File: src/rtl/led_phase_sequencer.sv
// rtl/led_phase_sequencer.sv - IR/RED/dark LED phase sequencer with averaged, ambient-corrected ADC results
module led_phase_sequencer #(
    parameter int unsigned SETTLE_CYC = 4,
    parameter int unsigned AVG_LOG2   = 2,
    parameter bit          DARK_EN    = 1'b1
) (
    input  logic       CLK,
    input  logic       rst_n,
    input  logic       enable,
    input  logic [7:0] ADC,
    output logic       LED_IR,
    output logic       LED_RED,
    output logic       adc_sample,
    output logic [7:0] IR_ADC_Value,
    output logic [7:0] RED_ADC_Value,
    output logic [7:0] Ambient_Value,
    output logic       frame_valid,
    input  logic       frame_ack,
    output logic       overrun,
    output logic       busy
);
    localparam int unsigned ACC_W = 8 + AVG_LOG2;
    localparam int unsigned N     = 1 << AVG_LOG2;

    typedef enum logic [2:0] {
        IDLE,
        IR_SETTLE,
        IR_SAMPLE,
        RED_SETTLE,
        RED_SAMPLE,
        DARK_SETTLE,
        DARK_SAMPLE,
        PUBLISH
    } state_t;

    state_t           state;
    state_t           state_nxt;
    logic [7:0]       cnt;
    logic [ACC_W-1:0] acc_ir;
    logic [ACC_W-1:0] acc_red;
    logic [ACC_W-1:0] acc_dark;
    logic [7:0]       avg_ir;
    logic [7:0]       avg_red;
    logic [7:0]       avg_dark;
    logic [8:0]       diff_ir;
    logic [8:0]       diff_red;
    logic [7:0]       corr_ir;
    logic [7:0]       corr_red;

    // The accumulator never exceeds 255*N, so its top 8 bits are exactly acc >> AVG_LOG2.
    assign avg_ir   = acc_ir[AVG_LOG2 +: 8];
    assign avg_red  = acc_red[AVG_LOG2 +: 8];
    assign avg_dark = DARK_EN ? acc_dark[AVG_LOG2 +: 8] : 8'd0;

    assign diff_ir  = {1'b0, avg_ir} - {1'b0, avg_dark};
    assign diff_red = {1'b0, avg_red} - {1'b0, avg_dark};
    assign corr_ir  = diff_ir[8] ? 8'd0 : diff_ir[7:0];
    assign corr_red = diff_red[8] ? 8'd0 : diff_red[7:0];

    always_comb begin
        state_nxt = state;
        case (state)
            IDLE:        if (enable) state_nxt = IR_SETTLE;
            IR_SETTLE:   if (cnt == 8'd0) state_nxt = IR_SAMPLE;
            IR_SAMPLE:   if (cnt == 8'd0) state_nxt = RED_SETTLE;
            RED_SETTLE:  if (cnt == 8'd0) state_nxt = RED_SAMPLE;
            RED_SAMPLE:  if (cnt == 8'd0) state_nxt = DARK_EN ? DARK_SETTLE : PUBLISH;
            DARK_SETTLE: if (cnt == 8'd0) state_nxt = DARK_SAMPLE;
            DARK_SAMPLE: if (cnt == 8'd0) state_nxt = PUBLISH;
            PUBLISH:     state_nxt = enable ? IR_SETTLE : IDLE;
            default:     state_nxt = IDLE;
        endcase
    end

    // Outputs are decoded from the next state so the LEDs change on the same edge as the state.
    always_ff @(posedge CLK or negedge rst_n) begin
        if (!rst_n) begin
            state         <= IDLE;
            cnt           <= 8'd0;
            acc_ir        <= '0;
            acc_red       <= '0;
            acc_dark      <= '0;
            LED_IR        <= 1'b0;
            LED_RED       <= 1'b0;
            adc_sample    <= 1'b0;
            busy          <= 1'b0;
            IR_ADC_Value  <= 8'd0;
            RED_ADC_Value <= 8'd0;
            Ambient_Value <= 8'd0;
            frame_valid   <= 1'b0;
            overrun       <= 1'b0;
        end else begin
            state      <= state_nxt;
            LED_IR     <= (state_nxt == IR_SETTLE) || (state_nxt == IR_SAMPLE);
            LED_RED    <= (state_nxt == RED_SETTLE) || (state_nxt == RED_SAMPLE);
            adc_sample <= (state_nxt == IR_SAMPLE) || (state_nxt == RED_SAMPLE) ||
                          (state_nxt == DARK_SAMPLE);
            busy       <= (state_nxt != IDLE);

            if (state_nxt != state) begin
                if ((state_nxt == IR_SETTLE) || (state_nxt == RED_SETTLE) ||
                    (state_nxt == DARK_SETTLE))
                    cnt <= 8'(SETTLE_CYC - 1);
                else if ((state_nxt == IR_SAMPLE) || (state_nxt == RED_SAMPLE) ||
                         (state_nxt == DARK_SAMPLE))
                    cnt <= 8'(N - 1);
                else
                    cnt <= 8'd0;
            end else if (cnt != 8'd0) begin
                cnt <= cnt - 8'd1;
            end

            if (state == IR_SAMPLE)
                acc_ir <= acc_ir + ACC_W'(ADC);
            else if ((state_nxt == IR_SETTLE) && (state != IR_SETTLE))
                acc_ir <= '0;

            if (state == RED_SAMPLE)
                acc_red <= acc_red + ACC_W'(ADC);
            else if ((state_nxt == RED_SETTLE) && (state != RED_SETTLE))
                acc_red <= '0;

            if (state == DARK_SAMPLE)
                acc_dark <= acc_dark + ACC_W'(ADC);
            else if ((state_nxt == DARK_SETTLE) && (state != DARK_SETTLE))
                acc_dark <= '0;

            // A publish always wins over an ack in the same cycle; overrun only when it lands on an unacked frame.
            if (state == PUBLISH) begin
                IR_ADC_Value  <= corr_ir;
                RED_ADC_Value <= corr_red;
                Ambient_Value <= avg_dark;
                frame_valid   <= 1'b1;
                overrun       <= frame_valid & ~frame_ack;
            end else if (frame_valid && frame_ack) begin
                frame_valid <= 1'b0;
                overrun     <= 1'b0;
            end
        end
    end
endmodule

File: config.mk
export PLATFORM = sky130hd
export DESIGN_NAME = led_phase_sequencer
export DESIGN_NICKNAME = d
export VERILOG_FILES = /design/src/rtl/led_phase_sequencer.sv
export SDC_FILE = /design/constraint.sdc
export NUM_CORES = 1
export LEC_CHECK = 0
export CAP_MARGIN = 30
export CORE_MARGIN = 2
export CORE_UTILIZATION = 55
export CTS_CLUSTER_DIAMETER = 200
export DETAILED_ROUTE_END_ITERATION = 16
export PLACE_DENSITY_LB_ADDON = 0.05
export SLEW_MARGIN = 15
export SYNTH_ARGS = -nofsm -noshare
export SYNTH_HDL_FRONTEND = slang
export SYNTH_SLANG_ARGS = --single-unit
File: constraint.sdc
create_clock -name CLK -period 6.4 [get_ports CLK]
set_input_delay 0.96 -clock CLK [delete_from_list [all_inputs] [get_ports CLK]]
set_output_delay 0.96 -clock CLK [all_outputs]
set_load 0.02 [all_outputs]
# Word-level counts from Yosys, hierarchy flattened
# Index checks and enable logic that the tools add are counted.
dict set report classes {
  addsub 6
  n_mul 0
  div 0
  n_lt_le_gt_ge 0
  eq_ne 17
  n_shift 0
  n_mux 24
  bitwise 2
  reduce_logical 19
}
# operator n
set ops {}
lappend ops {{two-way mux 10 bit} 6}
lappend ops {{two-way mux 8 bit} 4}
lappend ops {{adder 10 x 8 -> 10 bit} 3}
lappend ops {{one-hot mux 3 bit (8 select lines)} 1}
lappend ops {{== test 3 bit (second input constant)} 7}
lappend ops {{two-way mux 3 bit} 7}
lappend ops {{subtractor 8 x 8 -> 9 bit} 2}
lappend ops {{== test 3 x 2 -> 1 bit (second input constant)} 4}
lappend ops {{nonzero test 2 bit} 5}
lappend ops {{logical NOT 8 bit} 1}
lappend ops {{nonzero test 8 bit} 1}
lappend ops {{subtractor 8 x 1 -> 8 bit (second input constant)} 1}
lappend ops {{== test 3 x 1 -> 1 bit (second input constant)} 2}
lappend ops {{logical OR 1 bit} 6}
lappend ops {{logical AND 1 bit} 4}
lappend ops {{two-way mux 1 bit} 4}
lappend ops {{two-way mux 2 bit} 2}
lappend ops {{logical NOT 3 bit} 1}
lappend ops {{!= test 3 x 1 -> 1 bit (second input constant)} 1}
lappend ops {{!= test 3 x 2 -> 1 bit (second input constant)} 1}
lappend ops {{!= test 3 bit} 1}
lappend ops {{!= test 3 bit (second input constant)} 1}
lappend ops {{nonzero test 3 bit} 1}
lappend ops {{AND 1 bit} 1}
lappend ops {{inverter 1 bit} 1}
dict set report totals {
  ff_bits 71
  latchBits 0
  ram_bits 0
  romBits 0
  output_inout_bits 30
  elab_cells 82
  n_memories 0
}

# Depth between registers and ports, before layout
dict set report depth {
  word_depth 9
  ltp_mapped 9
  mapped_depth_nobuf 9
}

# Least setup slack after synthesis
# OpenSTA, ideal clock, no wires.
dict set report synth_timing {
  kind {input to register}
  from {input ADC[0]}
  to {register acc_red[8]}
  arrival_ns 2.355
  setup_slack_ns 3.966
  stages 7
  n_path_buf 0
  cell_sequence {ha_1 -> fa_1 -> a21oi_1 -> o211ai_1 -> o2111a_1 -> o21ai_0 -> mux2i_1}
}
dict set report synth_via {
  elab_chain_len 2
}
# item line
set synth_lines {}
lappend synth_lines {{from (decl)} 10} ;# input logic [7:0] ADC,
lappend synth_lines {{adder 10 x 8 -> 10 bit} 119} ;# acc_red <= acc_red + ACC_W'(ADC);
lappend synth_lines {{two-way mux 10 bit} 118} ;# if (state == RED_SAMPLE)
lappend synth_lines {{to (signal assigned)} 119}
lappend synth_lines {{to (decl)} 40} ;# logic [ACC_W-1:0] acc_red;
# Every way passes these cells.
# A chain may end at the register's enable or synchronous reset.

# Worst setup path in the final report
dict set report layout_timing {
  from {input ADC[1]}
  to {register acc_ir[7]}
}
dict set report layout_via {
  elab_chain_len 2
}
# item line
set layout_lines {}
lappend layout_lines {{adder 10 x 8 -> 10 bit} 114} ;# acc_ir <= acc_ir + ACC_W'(ADC);
lappend layout_lines {{two-way mux 10 bit} 113} ;# if (state == IR_SAMPLE)
lappend layout_lines {{to (signal assigned)} 114}
lappend layout_lines {{to (decl)} 39} ;# logic [ACC_W-1:0] acc_ir;
# Every way passes these cells.

==> impl_metrics.tcl <==
set metrics [dict create \
    skew_ns 0.00549 \
    worstPathRequired_ns 6.62 \
    yosys_warnings 0 \
    pwr-share-clk_pct 17.0 \
    drc 0 \
    wirelength_um 10200 \
    syn_avg_cell_area_um2 9.10 \
    layout-drive-gt1-share_pct 5.05 \
    synth_top_area_share_pct 38.4 \
    power_switching_mw 0.900 \
    drv_slew 0 \
    p_int_mw 1.27 \
    ys_ff_latch 71 \
    ir_drop_v 0.000251 \
    design_area_um2 5350 \
    setup_viol 0 \
    worstMarginPinSlew_ns 0.885 \
    die_w_um 95.8 \
    grt_pass1_wl_um 16900 \
    vias_per_cell 5.81 \
    rows 33 \
    post-route-min-period_ns 2.78 \
    cts.repair.resized 0 \
    cts_hold_buf 0 \
    numPortBuffers 41 \
    fin_crit_sh_pct 43.5 \
    dpl.hpwl_um 7550 \
    use_met2_pct 37.0 \
    dr.pass1.iters 4 \
    tritoncts "yes" \
    vias 3829 \
    rsz0062_at_grt "false" \
    place.gp.congestion 0.918 \
    antenna_found_initial 0 \
    fp.coreArea_um2 8180 \
    instances_no_fill 659 \
    synth_ff_type "dfrtp_1" \
    diodes 0 \
    worstSetupStartpointType "input port" \
    ctsHtreeMaxLevel 3 \
    placed_cells 643 \
    clockBufferDepth 2 \
    hold_viol 0 \
    synth_async_sr_flop_share_pct 100 \
    max_freq_mhz 359 \
    nets 608 \
    synth_top_cell_by_area "dfrtp_1" \
    wl_per_cell_um 15.5 \
    cts_buffers 9 \
    p_comb_share_pct 48.8 \
    cp_max_fo 6 \
    start_util_pct 56.6 \
    maxCapViolations 0 \
    maxSlewHeadroom_pct 41.0 \
    fillers 704 \
    use_met3_pct 4.23 \
    groute.usage.overall_pct 24.0 \
    grt_max_degree 72 \
    yosys-top-cells-area "dfrtp_1 38%, ha_1 11%, nand2_1 5.3%" \
    syn2layout_area_growth_pct 15.6 \
    arrival_ns 3.01 \
    synth-edff-count 0 \
    status "complete, no violations" \
    fin_tns_setup_ns 0 \
    clk_latency_ns 0.35 \
    busiest_layer "met2" \
    clk_pin_slew_ns 0.07 \
    synth.cell_area_um2 4630 \
    dieArea_um2 9170 \
    synth.distinct_cells 53 \
    ant_nets 0 \
    synth-seq-area-share_pct 38.4 \
    die_h_um 95.8 \
    critPathCaptureType "flop" \
    p_per_area_nw_per_um2 406 \
    first_iter_violations 198 \
    leakage_nw 2.49 \
    synth_nets 567 \
    postCtsSetupBuffers 0 \
    synthCells 509 \
    seqPwrFrac_pct 34.2 \
    hold_class "flop to flop" \
    cts.sinks 71 \
    clock-root-buffer "clkbuf_8" \
    layout_commonest_cell "dfrtp_1" \
    grt_use_met1_pct 35.5 \
    placed_cell_area_um2 5130 \
    crit_type "input port to flop" \
    grt_pass1_vias 3412 \
    io_pins 42 \
    overflow 0 \
    layout_common_cells "71 x dfrtp_1, 66 x nand2_1, 46 x o21ai_0" \
    p_sw_share_pct 41.5 \
]
==> layout make-up <==
type,count,area [µm²],area share (%)
Tap cell,105,131,2.45
Timing Repair Buffer,46,455,8.51
Inverter,25,93.8,1.75
Clock inverter,3,42.5,0.795
Multi-Input combinational cell,397,2700,50.4
Sequential cell,71,1780,33.2
Clock buffer,12,155,2.90
==> metal layers <==
layer  part of all wire (%)  vias to the layer above
met2                     46                       67
met3                    3.2                       10
met5                      0                        -
li1                       -                     1945
met1                     50                     1807
met4                   0.93                        0
==> registers in the layout, indices dropped and copies added, names as in the netlist <==
register and count:
Ambient_Value 8, IR_ADC_Value 8, LED_IR 1, LED_RED 1, RED_ADC_Value 8, acc_dark 10
acc_ir 10, acc_red 10, adc_sample 1, busy 1, cnt 8, frame_valid 1
overrun 1, state 3
==> power groups by stage <==
stage | combinational, mW | sequential (mW) | clock (mW)
2_1_floorplan | 0.733 | 0.756 | 0
3_3_place_gp | 1.02 | 0.744 | 0
6_report | 1.06 | 0.743 | 0.369
5_1_grt | 1.19 | 0.766 | 0.400
4_1_cts | 1.06 | 0.742 | 0.375
3_5_place_dp | 1.05 | 0.751 | 0
==> final timing paths <==
check                                  from              end  slack, ns  cells past startpoint
worst max-delay path                 ADC[1]        acc_ir[7]       3.62                      7
worst min-delay path            frame_valid          overrun       0.48                      1
worst max register to register  acc_dark[2]  IR_ADC_Value[1]       3.63                      8
worst min register to register  frame_valid          overrun       0.48                      1
max in group asynchronous             rst_n      acc_dark[1]       5.18                      3
min in group asynchronous             rst_n      frame_valid       0.66                      2
==> critical path, stage by stage <==
cell and delay, ns:
clkdlybuf4s50_1 0.69, ha_1 0.32, a211oi_1 0.36, o21ai_0 0.20
a31oi_1 0.23, xor2_1 0.16, o21ai_0 0.08
==> cells in the mapped netlist, types with 3 or more instances <==
cell type and n:
o21ai_0 46, fa_1 5, a211oi_1 8, xnor2_1 13, a21oi_1 29, a22o_1 14, clkbuf_1 13, nand2b_1 8
xor2_1 12, inv_1 25, o21bai_1 5, nand4_1 3, mux2i_1 4, nor2_1 32, o21a_1 5, a31oi_1 6
dfrtp_1 71, o31ai_1 9, nor2b_1 5, ha_1 41, and3_1 6, nand3_1 6, and2_1 3, nor4_1 3
a21o_1 7, o211ai_1 9, nor3_1 14, o41ai_1 5, or4_1 5, nand2_1 66
==> metrics by stage <==
step                      power [mW]  worst slack (ns)  utilization (%)  hold slack, ns
final                           2.17              3.62             65.5           0.477
after global routing            2.36              3.49             65.5           0.503
after CTS                       2.18              3.62             65.2           0.478
after detailed placement        1.80              3.28             62.8           0.462
after global placement          1.77              3.34             62.8           0.459
after floorplan                 1.49              3.97                -           0.448
==> cell families after synthesis <==
kind of cell,Yosys count,share of synthesized area [%]
and+or+nand+nor,161,16.5
adders and majority gates,46,13.2
AOI/OAI and AO/OA,160,22.7
buffers and inverters,41,3.38
muxes,5,1.11
xor gates and xnor gates,25,4.73
DFF,71,38.4
Note: power is estimated with default switching activity, not from simulation.
